`src/rtl/cpu_pkg.sv`:
```
// cpu_pkg: shared operation encodings and status bit positions for the register file
package cpu_pkg;
  typedef enum logic [1:0] {SP_HOLD, SP_PUSH, SP_POP, SP_LOAD} sp_op_e;
  typedef enum logic [1:0] {PC_HOLD, PC_INC, PC_LOAD, PC_REL} pc_op_e;
  localparam int FLAG_N = 7;
  localparam int FLAG_V = 6;
  localparam int FLAG_U = 5;
  localparam int FLAG_B = 4;
  localparam int FLAG_D = 3;
  localparam int FLAG_I = 2;
  localparam int FLAG_Z = 1;
  localparam int FLAG_C = 0;
  localparam logic [31:0] STATUS_RESET = 32'h24;
endpackage

```
`src/rtl/pc_next.sv`:
```
// pc_next: combinational next program counter for hold, increment, load and relative branch
module pc_next
  import cpu_pkg::*;
#(
  parameter int ADDR_W = 16,
  parameter int DATA_W = 8
) (
  input  logic [ADDR_W-1:0] pc,
  input  pc_op_e            pc_op,
  input  logic [ADDR_W-1:0] pc_load,
  input  logic [DATA_W-1:0] pc_offset,
  output logic [ADDR_W-1:0] pc_nxt
);
  logic [ADDR_W-1:0] offset_ext;
  assign offset_ext = {{(ADDR_W-DATA_W){pc_offset[DATA_W-1]}}, pc_offset};
  always_comb
    pc_nxt = pc_op == PC_INC  ? pc + ADDR_W'(1) :
             pc_op == PC_LOAD ? pc_load :
             pc_op == PC_REL  ? pc + ADDR_W'(1) + offset_ext :
                                pc;
endmodule

```
`src/rtl/cpu_regfile.sv`:
```
// cpu_regfile: general registers, stack pointer, program counter and status register
module cpu_regfile
  import cpu_pkg::*;
#(
  parameter int DATA_W  = 8,
  parameter int ADDR_W  = 16,
  parameter int NUM_GPR = 3,
  parameter logic [DATA_W-1:0]        SP_RESET   = 'hFD,
  parameter logic [ADDR_W-1:0]        PC_RESET   = 'h0000,
  parameter logic [ADDR_W-DATA_W-1:0] STACK_PAGE = 'h01,
  localparam int SEL_W = NUM_GPR > 1 ? $clog2(NUM_GPR) : 1
) (
  input  logic                      clk,
  input  logic                      rst,
  input  logic                      wr_en,
  input  logic [SEL_W-1:0]          wr_sel,
  input  logic [DATA_W-1:0]         wr_data,
  input  logic                      nz_update,
  input  logic [DATA_W-1:0]         flag_we,
  input  logic [DATA_W-1:0]         flag_in,
  input  logic [1:0]                sp_op,
  input  logic [1:0]                pc_op,
  input  logic [ADDR_W-1:0]         pc_load,
  input  logic [DATA_W-1:0]         pc_offset,
  output logic [NUM_GPR*DATA_W-1:0] gpr_flat,
  output logic [DATA_W-1:0]         acc_reg,
  output logic [DATA_W-1:0]         x_reg,
  output logic [DATA_W-1:0]         y_reg,
  output logic [DATA_W-1:0]         sp,
  output logic [ADDR_W-1:0]         stack_addr,
  output logic [ADDR_W-1:0]         pc,
  output logic [DATA_W-1:0]         status_reg
);
  localparam logic [DATA_W-1:0] ST_RST = DATA_W'(STATUS_RESET);
  localparam logic [DATA_W-1:0] ST_ONE = DATA_W'(32'h1 << FLAG_U);
  logic [DATA_W-1:0] gpr_q [NUM_GPR];
  logic [DATA_W-1:0] sp_q, sp_n, st_q, st_n;
  logic [ADDR_W-1:0] pc_q, pc_n;
  sp_op_e            sp_sel;
  logic              gpr_wr;
  assign sp_sel = sp_op_e'(sp_op);
  assign gpr_wr = wr_en && (32'(wr_sel) < NUM_GPR);
  pc_next #(.ADDR_W(ADDR_W), .DATA_W(DATA_W)) u_pc_next (
    .pc        (pc_q),
    .pc_op     (pc_op_e'(pc_op)),
    .pc_load   (pc_load),
    .pc_offset (pc_offset),
    .pc_nxt    (pc_n)
  );
  always_comb
    sp_n = sp_sel == SP_PUSH ? sp_q - DATA_W'(1) :
           sp_sel == SP_POP  ? sp_q + DATA_W'(1) :
           sp_sel == SP_LOAD ? wr_data :
                               sp_q;
  // N and Z derived from wr_data take priority over the explicit mask
  always_comb begin
    st_n = (st_q & ~flag_we) | (flag_in & flag_we);
    if (nz_update) begin
      st_n[FLAG_N] = wr_data[DATA_W-1];
      st_n[FLAG_Z] = ~|wr_data;
    end
  end
  always_ff @(posedge clk) begin
    if (rst) begin
      for (int i = 0; i < NUM_GPR; i++) gpr_q[i] <= '0;
      sp_q <= SP_RESET;
      pc_q <= PC_RESET;
      st_q <= ST_RST;
    end else begin
      if (gpr_wr) gpr_q[wr_sel] <= wr_data;
      sp_q <= sp_n;
      pc_q <= pc_n;
      st_q <= st_n;
    end
  end
  for (genvar g = 0; g < NUM_GPR; g++) begin : g_flat
    assign gpr_flat[g*DATA_W +: DATA_W] = gpr_q[g];
  end
  if (NUM_GPR > 0) begin : g_a
    assign acc_reg = gpr_q[0];
  end else begin : g_a0
    assign acc_reg = '0;
  end
  if (NUM_GPR > 1) begin : g_x
    assign x_reg = gpr_q[1];
  end else begin : g_x0
    assign x_reg = '0;
  end
  if (NUM_GPR > 2) begin : g_y
    assign y_reg = gpr_q[2];
  end else begin : g_y0
    assign y_reg = '0;
  end
  assign sp         = sp_q;
  assign stack_addr = {STACK_PAGE, sp_q};
  assign pc         = pc_q;
  assign status_reg = st_q | ST_ONE;
endmodule

```
`config.mk`:
```
export PLATFORM = sky130hd
export DESIGN_NAME = cpu_regfile
export DESIGN_NICKNAME = d
export VERILOG_FILES = /design/src/rtl/cpu_pkg.sv /design/src/rtl/pc_next.sv /design/src/rtl/cpu_regfile.sv
export SDC_FILE = /design/constraint.sdc
export NUM_CORES = 1
export LEC_CHECK = 0
export ABC_AREA = 1
export BUFFER_PORTS_ARGS = -buffer_cell sky130_fd_sc_hd__buf_2
export CORE_MARGIN = 2
export CORE_UTILIZATION = 49
export DETAILED_ROUTE_END_ITERATION = 7
export PLACE_DENSITY = 0.86
export SLEW_MARGIN = 20
export SYNTH_ARGS = -nofsm -noshare
export SYNTH_HDL_FRONTEND = slang
export SYNTH_SLANG_ARGS = --single-unit
```
`constraint.sdc`:
```
create_clock -name clk -period 3.1 [get_ports clk]
set_input_delay 0.465 -clock clk [delete_from_list [all_inputs] [get_ports clk]]
set_output_delay 0.465 -clock clk [all_outputs]
set_load 0.03 [all_outputs]
```
==> results of run 1 <==
## layout make-up
| type | instances | area, um2 | area share |
|---|---|---|---|
| clock buffer | 5 | 68.8 | 0.0141 |
| timing repair buffer | 143 | 718 | 0.147 |
| clock inverter | 3 | 20.0 | 0.00409 |
| sequential | 55 | 1340 | 0.274 |
| inverter | 88 | 330 | 0.0675 |
| multi-input combinational | 416 | 2280 | 0.466 |
| tap | 108 | 135 | 0.0276 |
## through the flow
stage                     utilization  hold slack (ns)  instance area (um2)  setup slack (ns)
final                           0.569            0.329                 4890             0.278
after CTS                       0.569            0.330                 4890             0.316
after global routing            0.569            0.334                 4890            0.0437
after floorplan                     -            0.558                 4290             0.417
after detailed placement        0.559            0.459                 4800             0.339
after global placement          0.559            0.448                 4800             0.398
## placed cells by master (no fill, tap or decap), types with 2 or more instances in the layout
cell type / Yosys / layout
a21oi_1: 38 / 38
or2_2: 2 / 2
nor4_1: 2 / 2
nand2_1: 121 / 121
dfxtp_1: 31 / 31
buf_2: 4 / 142
o21ai_0: 34 / 34
nand3_1: 40 / 40
nand2_2: 3 / 3
ha_1: 22 / 22
inv_1: 79 / 79
clkinv_1: 3 / 4
o221ai_1: 4 / 4
o22ai_1: 2 / 2
a21oi_2: 3 / 3
a31oi_1: 4 / 4
a41oi_1: 4 / 4
nor2_4: 2 / 2
o21bai_1: 8 / 8
nand4_1: 4 / 4
nor2_1: 61 / 61
clkbuf_8: 0 / 5
xor2_1: 15 / 15
o211ai_1: 3 / 3
o21ai_1: 8 / 8
conb_1: 2 / 9
nor3_1: 7 / 7
nor2_2: 3 / 3
edfxtp_1: 24 / 24
inv_2: 6 / 6
nand3_2: 2 / 2
## cells by family (layout without fill, tap and decap cells)
family,Yosys count,in the layout,share of synthesized area
fa+ha+maj,23,23,0.0692
other cells,2,9,0.00176
simple gates,252,252,0.261
mux,1,1,0.00264
flops,55,55,0.314
compound gates,115,115,0.159
buf+inv,137,239,0.158
xor+xnor,16,16,0.0346
## final timing paths
check,startpoint,slack (ns),end
setup reg to reg,pc[0],0.28,pc[13]
setup / recovery,pc[0],0.28,pc[13]
hold reg to reg,flop,0.47,flop
hold / removal,flag_we[6],0.33,flop
## synth_stat cells, drive strengths merged
library cell | instances | area (um2)
and2 | 1 | 6.26
clkbuf | 3 | 11.3
o21ai | 43 | 219
nor3 | 9 | 61.3
a21o | 1 | 7.51
clkinv | 3 | 11.3
xor2 | 15 | 131
buf | 46 | 332
inv | 85 | 319
nand2 | 125 | 484
a21boi | 2 | 18.8
ha | 22 | 275
xnor2 | 1 | 16.3
a221oi | 1 | 8.76
a41oi | 4 | 35.0
a31o | 1 | 8.76
o22ai | 2 | 12.5
o221ai | 4 | 35.0
mux2 | 1 | 11.3
or2 | 2 | 12.5
dfxtp | 31 | 621
o21bai | 8 | 60.1
a31oi | 4 | 25.0
fa | 1 | 20.0
o211ai | 3 | 22.5
o21a | 1 | 7.51
conb | 2 | 7.51
nand4 | 4 | 25.0
nand3 | 42 | 220
nor2 | 67 | 290
edfxtp | 24 | 721
a21oi | 41 | 216
nor4 | 2 | 12.5
## worst max-delay path: cells and delay by family, from the launching register on
kind	cells	cell delay [ns]
AO/OA/AOI/OAI	3	0.57
XOR/XNOR	1	0.15
adder cells (fa/ha/maj)	2	0.60
flip-flops	1	0.43
AND/OR/NAND/NOR	11	0.93
## layer usage
metal	wire length [um]	share of wire	global-route usage
met1	4950	0.41	0.304
met5	0	0	0
met3	961	0.080	0.0367
met4	308	0.025	0.0844
met2	5860	0.49	0.442
## power groups by stage
| stage | Clock [mW] | Combinational [mW] | Sequential, mW |
|---|---|---|---|
| finish | 0.407 | 0.856 | 0.892 |
| global route | 0.438 | 0.933 | 0.900 |
| CTS | 0.408 | 0.847 | 0.890 |
| detailed placement | 0 | 0.844 | 0.906 |
| global placement | 0 | 0.828 | 0.903 |
| floorplan | 0 | 0.526 | 1.02 |
==> impl_metrics.json, run 1 <==
{
  "wl_um": 12100,
  "drc_errors": 0,
  "initial_core_util": 0.496,
  "cts-root-buf": "clkbuf_8",
  "syn_area_um2": 4270,
  "post_drt_wl_per_cell_um": 14.8,
  "period_share": 0.910,
  "drtAntennaViolNets": 0,
  "finalNetCount": 790,
  "antenna_found_initial": 0,
  "area_growth_syn_to_layout_pct": 14.7,
  "rsz0062_at_grt": "no",
  "slowest_delay_ns": 0.43,
  "path_class": "flop to flop",
  "power-per-cell-area_nw_per_um2": 440,
  "ctsResizeCount": 0,
  "postCtsHoldBufs": 0,
  "timing.slew.headroom": 0.641,
  "dp_cells": 810,
  "yosysUniqueCellTypes": 48,
  "num-fill-cells": 822,
  "status": "finished, final reports clean",
  "clkSinkCount": 55,
  "worst_path_most_repeated_cell": "nand2_1",
  "die_h_um": 97.3,
  "clock_latency_ns": 0.31,
  "grt_max_degree": 22,
  "timing_hold_violations_final": 0,
  "rr_worst_depth": 17,
  "cts_made_buffers": 5,
  "leakage_nw": 2.54,
  "cts_setup_buffers": 0,
  "fmax_mhz": 354,
  "antenna_cells": 0,
  "die_x_um": 97.3,
  "io_pins": 154,
  "p_sw_frac": 0.424,
  "critical-path-slowest-cell": "dfxtp_1",
  "syn_area_per_cell_um2": 7.10,
  "routabilityCongestion": 0.943,
  "grt_pass1_wl_um": 19200,
  "finClkSkew_ns": 0.00664,
  "cp-start-kind": "flop",
  "arrival_ns": 3.02,
  "clkSlewWorstSetupHoldPaths_ns": 0.11,
  "setup_tns_ns": 0,
  "clkPwrFrac": 0.189,
  "die_area_um2": 9470,
  "drv_slew": 0,
  "grt.overflow.total": 0,
  "first_iter_violations": 272,
  "comb_power_share": 0.397,
  "coreArea_um2": 8590,
  "postSynthCellCount": 601,
  "worst_pin_slew_ns": 0.533,
  "post-route-min-period_ns": 2.82,
  "hp-class": "input port to flop",
  "critPathRequiredTime_ns": 3.29,
  "path_max_fanout": 6,
  "hold_depth": 2,
  "grt_pass1_vias": 4089,
  "yosys_warnings": 0,
  "rows": 34,
  "seq_power_share": 0.414,
  "cp_cell_sequence": "ha_1 > nand2_2 > nor2_4 > nand2_4 > nor2_8 > nand2_2 > xnor2_2 > ha_1 > nand2_1 > nand2_1 > o21bai_1 > a21oi_1 > nand2_1 > nand2_1 > nand3_1 > a21oi_1 > nor2_1",
  "clockBufferDepth": 2,
  "h-tree-depth": 2,
  "dr.pass1.iters": 5,
  "seq_area_frac_synth": 0.314,
  "p_total_mw": 2.15,
  "ir_drop_v": 0.000170,
  "stdcell_count": 818,
  "cts_tree": "built",
  "switchingPower_mw": 0.914,
  "finalSetupViolCount": 0,
  "worstSetupEndpointType": "flop",
  "vias": 4394,
  "viasPerCell": 5.37,
  "cap_violations": 0,
  "grtUsageTotal": 0.247,
  "numPortBuffers": 142,
  "drive_gt1_frac": 0.254,
  "place_hpwl_um": 9680,
  "synth-seq-cells": 55,
  "intPower_mw": 1.24
}
No activity file was read; power rests on OpenSTA's default activity.
==> inputs of run 2 (changes only) <==
--- a/config.mk
+++ b/config.mk
@@ -6,11 +6,11 @@
 export NUM_CORES = 1
 export LEC_CHECK = 0
 export ABC_AREA = 1
-export BUFFER_PORTS_ARGS = -buffer_cell sky130_fd_sc_hd__buf_2
 export CORE_MARGIN = 2
 export CORE_UTILIZATION = 49
 export DETAILED_ROUTE_END_ITERATION = 7
-export PLACE_DENSITY = 0.86
+export DONT_BUFFER_PORTS = 1
+export PLACE_DENSITY_LB_ADDON = 0.1
 export SLEW_MARGIN = 20
 export SYNTH_ARGS = -nofsm -noshare
 export SYNTH_HDL_FRONTEND = slang
==> run 2 against run 1 <==
Register-to-register slack better by 0.04 ns. Via count down 15%. Count of clock-buffer cells in the layout unchanged. Combinational power fell by 27%. Sequential cell count unchanged. Routed wire length down 5.0%. Design area fell by 12%. Non-clock buffer count fell by 125. Clock skew increased by 0.0098 ns.
==> impl_metrics.json, run 2 (same netlist as run 1, synthesis figures left out) <==
{
  "finalHoldWorstSlack_ns": 0.193,
  "area_growth_syn_to_layout_pct": 1.17,
  "p_sw_frac": 0.425,
  "wl_met1_um": 4730,
  "critical-path-slowest-cell": "dfxtp_1",
  "numPortBuffers": 0,
  "rsz0062_at_grt": "no",
  "finClkSkew_ns": 0.0165,
  "die_area_um2": 9470,
  "grt_pass1_wl_um": 18500,
  "wl_met2_um": 5750,
  "status": "finished, final reports clean",
  "clkSinkCount": 55,
  "routabilityCongestion": 0.956,
  "hp-class": "input port to flop",
  "slowest_delay_ns": 0.36,
  "drtAntennaViolNets": 0,
  "comb_power_share": 0.303,
  "startpoint": "pc[0]",
  "ctsResizeCount": 0,
  "first_iter_violations": 241,
  "intPower_mw": 1.19,
  "cp_cell_sequence": "buf_4 > nand3_2 > nor3_4 > nand2_1 > xor2_1 > inv_1 > ha_1 > nand2_1 > nor2_1 > nand3_1 > nand3_1 > o21ai_0 > o21bai_1 > a21oi_2",
  "path_class": "flop to flop",
  "vias": 3751,
  "power-per-cell-area_nw_per_um2": 481,
  "fin_ws_ns": 0.316,
  "h-tree-depth": 2,
  "place_hpwl_um": 9160,
  "r2r_slack_ns": 0.32,
  "clockBufferDepth": 2,
  "ir_drop_v": 0.000207,
  "wl_um": 11500,
  "timing.rr.start": "pc[0]",
  "place_ws_ns": 0.386,
  "antenna_found_initial": 0,
  "drv_slew": 0,
  "die_x_um": 97.3,
  "dp_cells": 685,
  "postCtsHoldBufs": 0,
  "hold_depth": 1,
  "hp-start": "rst",
  "period_share": 0.898,
  "grt.overflow.total": 0,
  "post-route-min-period_ns": 2.78,
  "dr.pass1.iters": 4,
  "timing_hold_violations_final": 0,
  "final_cell_mix": "nand2_1, inv_1, nor2_1, nand3_1, a21oi_1",
  "rr_worst_depth": 14,
  "worst_pin_slew_ns": 0.844,
  "hold_end": "pc[2]",
  "leakage_nw": 2.06,
  "final_common_cell": "nand2_1",
  "coreArea_um2": 8590,
  "initial_core_util": 0.496,
  "cts_made_buffers": 5,
  "switchingPower_mw": 0.881,
  "arrival_ns": 2.98,
  "seq_power_share": 0.490,
  "cp-start-kind": "flop",
  "path_max_fanout": 5,
  "io_pins": 154,
  "grtUsageTotal": 0.240,
  "critPathRequiredTime_ns": 3.30,
  "clkPwrFrac": 0.207,
  "clkSlewWorstSetupHoldPaths_ns": 0.12,
  "cts_setup_buffers": 0,
  "worstSetupEndpointType": "flop",
  "regArea_um2": 1340,
  "drive_gt1_frac": 0.0957,
  "setup_tns_ns": 0,
  "fmax_mhz": 359,
  "cts_tree": "built",
  "post_drt_wl_per_cell_um": 16.6,
  "cts-root-buf": "clkbuf_8",
  "clock_latency_ns": 0.32,
  "num-fill-cells": 875,
  "viasPerCell": 5.41,
  "stdcell_count": 693,
  "cap_violations": 0,
  "antenna_cells": 0,
  "highest_layer": "met4",
  "finalNetCount": 665,
  "die_h_um": 97.3,
  "wl_met3_um": 751,
  "multi_input_comb_area_um2": 2280,
  "r2r-end": "pc[12]",
  "grt_max_degree": 22,
  "rows": 34,
  "p_total_mw": 2.07,
  "grt_pass1_vias": 3759,
  "timing.slew.headroom": 0.436,
  "finalSetupViolCount": 0,
  "drc_errors": 0
}
[run 2: worst max-delay path: cells and delay by family (launching register included)]
family	cells	cell delay [ns]
adder cells (fa/ha/maj)	1	0.35
AND/OR/NAND/NOR	7	0.98
buffers and inverters	2	0.29
flip-flops	1	0.36
AO/OA/AOI/OAI	3	0.45
XOR/XNOR	1	0.23
[run 2: power groups by stage]
stage | Sequential (mW) | Clock, mW | Combinational, mW
final | 1.02 | 0.430 | 0.628
after global routing | 1.03 | 0.467 | 0.704
after CTS | 1.02 | 0.437 | 0.625
after detailed placement | 1.03 | 0 | 0.622
after global placement | 1.03 | 0 | 0.613
after floorplan | 1.02 | 0 | 0.526
[run 2: cell type report]
type / instances / share of cell area
timing repair buffer: 18 / 0.0313
clock inverter: 3 / 0.00638
tap: 108 / 0.0313
multi-input combinational: 416 / 0.528
clock buffer: 5 / 0.0159
sequential: 55 / 0.311
inverter: 88 / 0.0765
[run 2: through the flow]
| step | area (um2) | util |
|---|---|---|
| 2_1_floorplan | 4290 | - |
| 6_report | 4320 | 0.502 |
| 3_3_place_gp | 4220 | 0.491 |
| 4_1_cts | 4320 | 0.502 |
| 3_5_place_dp | 4220 | 0.491 |
| 5_1_grt | 4320 | 0.502 |
[run 2: routing by layer]
layer	vias to the layer above	global-route usage
li1	1880	-
met1	1709	0.288
met4	0	0.0737
met5	-	0
met2	137	0.433
met3	25	0.0496
[run 2: worst max path at each step]
stage	endpoint	slack [ns]	cells after the start
floorplan	pc[13]	0.42	17
global placement	pc[13]	0.42	17
detailed placement	pc[13]	0.39	17
CTS	pc[13]	0.33	17
global route	pc[12]	0.009	14
finish	pc[12]	0.32	14
==> inputs of run 3 (changes only) <==
--- a/config.mk
+++ b/config.mk
@@ -10,6 +10,7 @@
 export CORE_UTILIZATION = 49
 export DETAILED_ROUTE_END_ITERATION = 7
 export DONT_BUFFER_PORTS = 1
+export GPL_TIMING_DRIVEN = 0
 export PLACE_DENSITY_LB_ADDON = 0.1
 export SLEW_MARGIN = 20
 export SYNTH_ARGS = -nofsm -noshare
==> run 3 against run 2 <==
Count of clock-buffer cells in the layout did not move. Combinational power rose by 2%. Total power rose by 4.4%. Routed wire length rose by 0.73%. Die area did not move. Clock skew fell by 0.0090 ns. Clock power rose by 15%. Global-route usage rose by 0.27 points. Critical path depth rose by 3. Register-to-register slack got worse by 0.08 ns. Via count rose by 2.6%. Largest cell class unchanged. Sequential cell count did not move.
==> impl_metrics.json, run 3 (same netlist as run 1, synthesis figures left out) <==
{
  "area_growth_syn_to_layout_pct": 6.72,
  "critical-path-slowest-cell": "dfxtp_2",
  "clock_latency_ns": 0.31,
  "finClkSkew_ns": 0.00747,
  "cp_cell_sequence": "ha_1 > nand2_2 > nor2_4 > nand2_4 > nor2_8 > nand2_2 > xnor2_2 > ha_1 > nand2_1 > nand2_1 > o21bai_1 > a21oi_1 > nand2_1 > nand2_1 > nand3_1 > a21oi_1 > nor2_1",
  "wl_met3_um": 712,
  "finalNetCount": 696,
  "clkSinkCount": 55,
  "num-fill-cells": 875,
  "cp_top_family": "simple AND/OR/NAND/NOR gates",
  "arrival_ns": 3.03,
  "vias": 3847,
  "cap_violations": 0,
  "drive_gt1_frac": 0.148,
  "ir_drop_v": 0.000191,
  "hp-class": "input port to flop",
  "numPortBuffers": 0,
  "routabilityCongestion": 0.881,
  "worst_path_most_repeated_cell": "nand2_1",
  "path_max_fanout": 6,
  "die_x_um": 97.3,
  "coreArea_um2": 8590,
  "grt_pass1_wl_um": 18700,
  "post_drt_wl_per_cell_um": 16.0,
  "clkSlewWorstSetupHoldPaths_ns": 0.11,
  "io_pins": 154,
  "wl_um": 11600,
  "stdcell_area_um2": 4550,
  "viasPerCell": 5.31,
  "die_h_um": 97.3,
  "crit_buf_inv": 0,
  "power-per-cell-area_nw_per_um2": 476,
  "cts_made_buffers": 5,
  "period_share": 0.922,
  "critPathRequiredTime_ns": 3.27,
  "worstSetupEndpointType": "flop",
  "wl_met2_um": 5750,
  "drtAntennaViolNets": 0,
  "timing.slew.headroom": 0.506,
  "grt.overflow.total": 0,
  "leakage_nw": 2.20,
  "cts_tree": "built",
  "setup_tns_ns": 0,
  "timing_hold_violations_final": 0,
  "cp-start-kind": "flop",
  "antenna_found_initial": 0,
  "postPlaceCellArea_um2": 4430,
  "rsz0062_at_grt": "no",
  "grt_max_degree": 19,
  "final_cell_mix": "nand2_1, inv_1, nor2_1, buf_4, nand3_1",
  "status": "finished, final reports clean",
  "final_common_cell": "nand2_1",
  "antenna_cells": 0,
  "grt_pass1_vias": 3695,
  "first_iter_violations": 202,
  "drv_slew": 0,
  "highest_layer": "met4",
  "grtUsageTotal": 0.243,
  "die_area_um2": 9470,
  "cts-root-buf": "clkbuf_8",
  "slowest_delay_ns": 0.48,
  "h-tree-depth": 2,
  "worst_pin_slew_ns": 0.741,
  "fmax_mhz": 350,
  "path_class": "flop to flop",
  "dr.pass1.iters": 4,
  "wl_met1_um": 4950,
  "initial_core_util": 0.496,
  "place_hpwl_um": 9400,
  "finalHoldWorstSlack_ns": 0.232,
  "clockBufferDepth": 2,
  "post-route-min-period_ns": 2.86,
  "finalSetupViolCount": 0,
  "drc_errors": 0,
  "rows": 34
}
-- run 3: cell types whose count changed in the layout (fill, tap and decap cells not counted), sizes merged --
cell / delta
buf: +28
clkinv: -1
bufinv: +1
clkbuf: +3
-- run 3: power breakdown --
| group | internal, mW | switching (mW) | leakage, nW |
|---|---|---|---|
| registers | 0.825 | 0.209 | 0.492 |
| logic | 0.224 | 0.416 | 1.65 |
| clock network | 0.244 | 0.249 | 0.0548 |
-- run 3: metrics by stage --
step / std cells / total power [mW] / setup WS, ns / utilization
5_1_grt: 724 / 2.30 / 0.0205 / 0.530
2_1_floorplan: 608 / 1.55 / 0.417 / -
3_5_place_dp: 716 / 1.68 / 0.0876 / 0.515
3_3_place_gp: 716 / 1.67 / 0.0913 / 0.515
6_report: 724 / 2.17 / 0.241 / 0.530
4_1_cts: 724 / 2.17 / 0.0512 / 0.529
-- run 3: what timing repair did --
action	in CTS	in global routing
setup buffers	0	0
endpoints found under the hold margin	0	0
gates resized for setup	0	8
hold buffers	0	0
setup endpoints to repair	0	8
-- run 3: layout make-up --
class	instances	area, um2	area share
multi-input combinational	416	2280	0.500
sequential	55	1350	0.297
buffer	49	343	0.0753
inverter	88	330	0.0726
tap	108	135	0.0297
clock buffer	5	68.8	0.0151
clock inverter	3	46.3	0.0102
-- run 3: routing by layer --
layer,GRT usage,vias to the layer above
met5,0,-
met4,0.0513,0
met3,0.0381,14
met2,0.453,153
met1,0.296,1738
li1,-,1942
-- run 3: path summary, 6_finish.rpt --
check / from / end / slack (ns) / cells past startpoint
worst min-delay path: flag_we[4] / flop / 0.23 / 1
worst max-delay path: pc[1] / pc[13] / 0.24 / 17
worst min register to register: flop / flop / 0.62 / 2
worst max register to register: pc[1] / pc[13] / 0.24 / 17
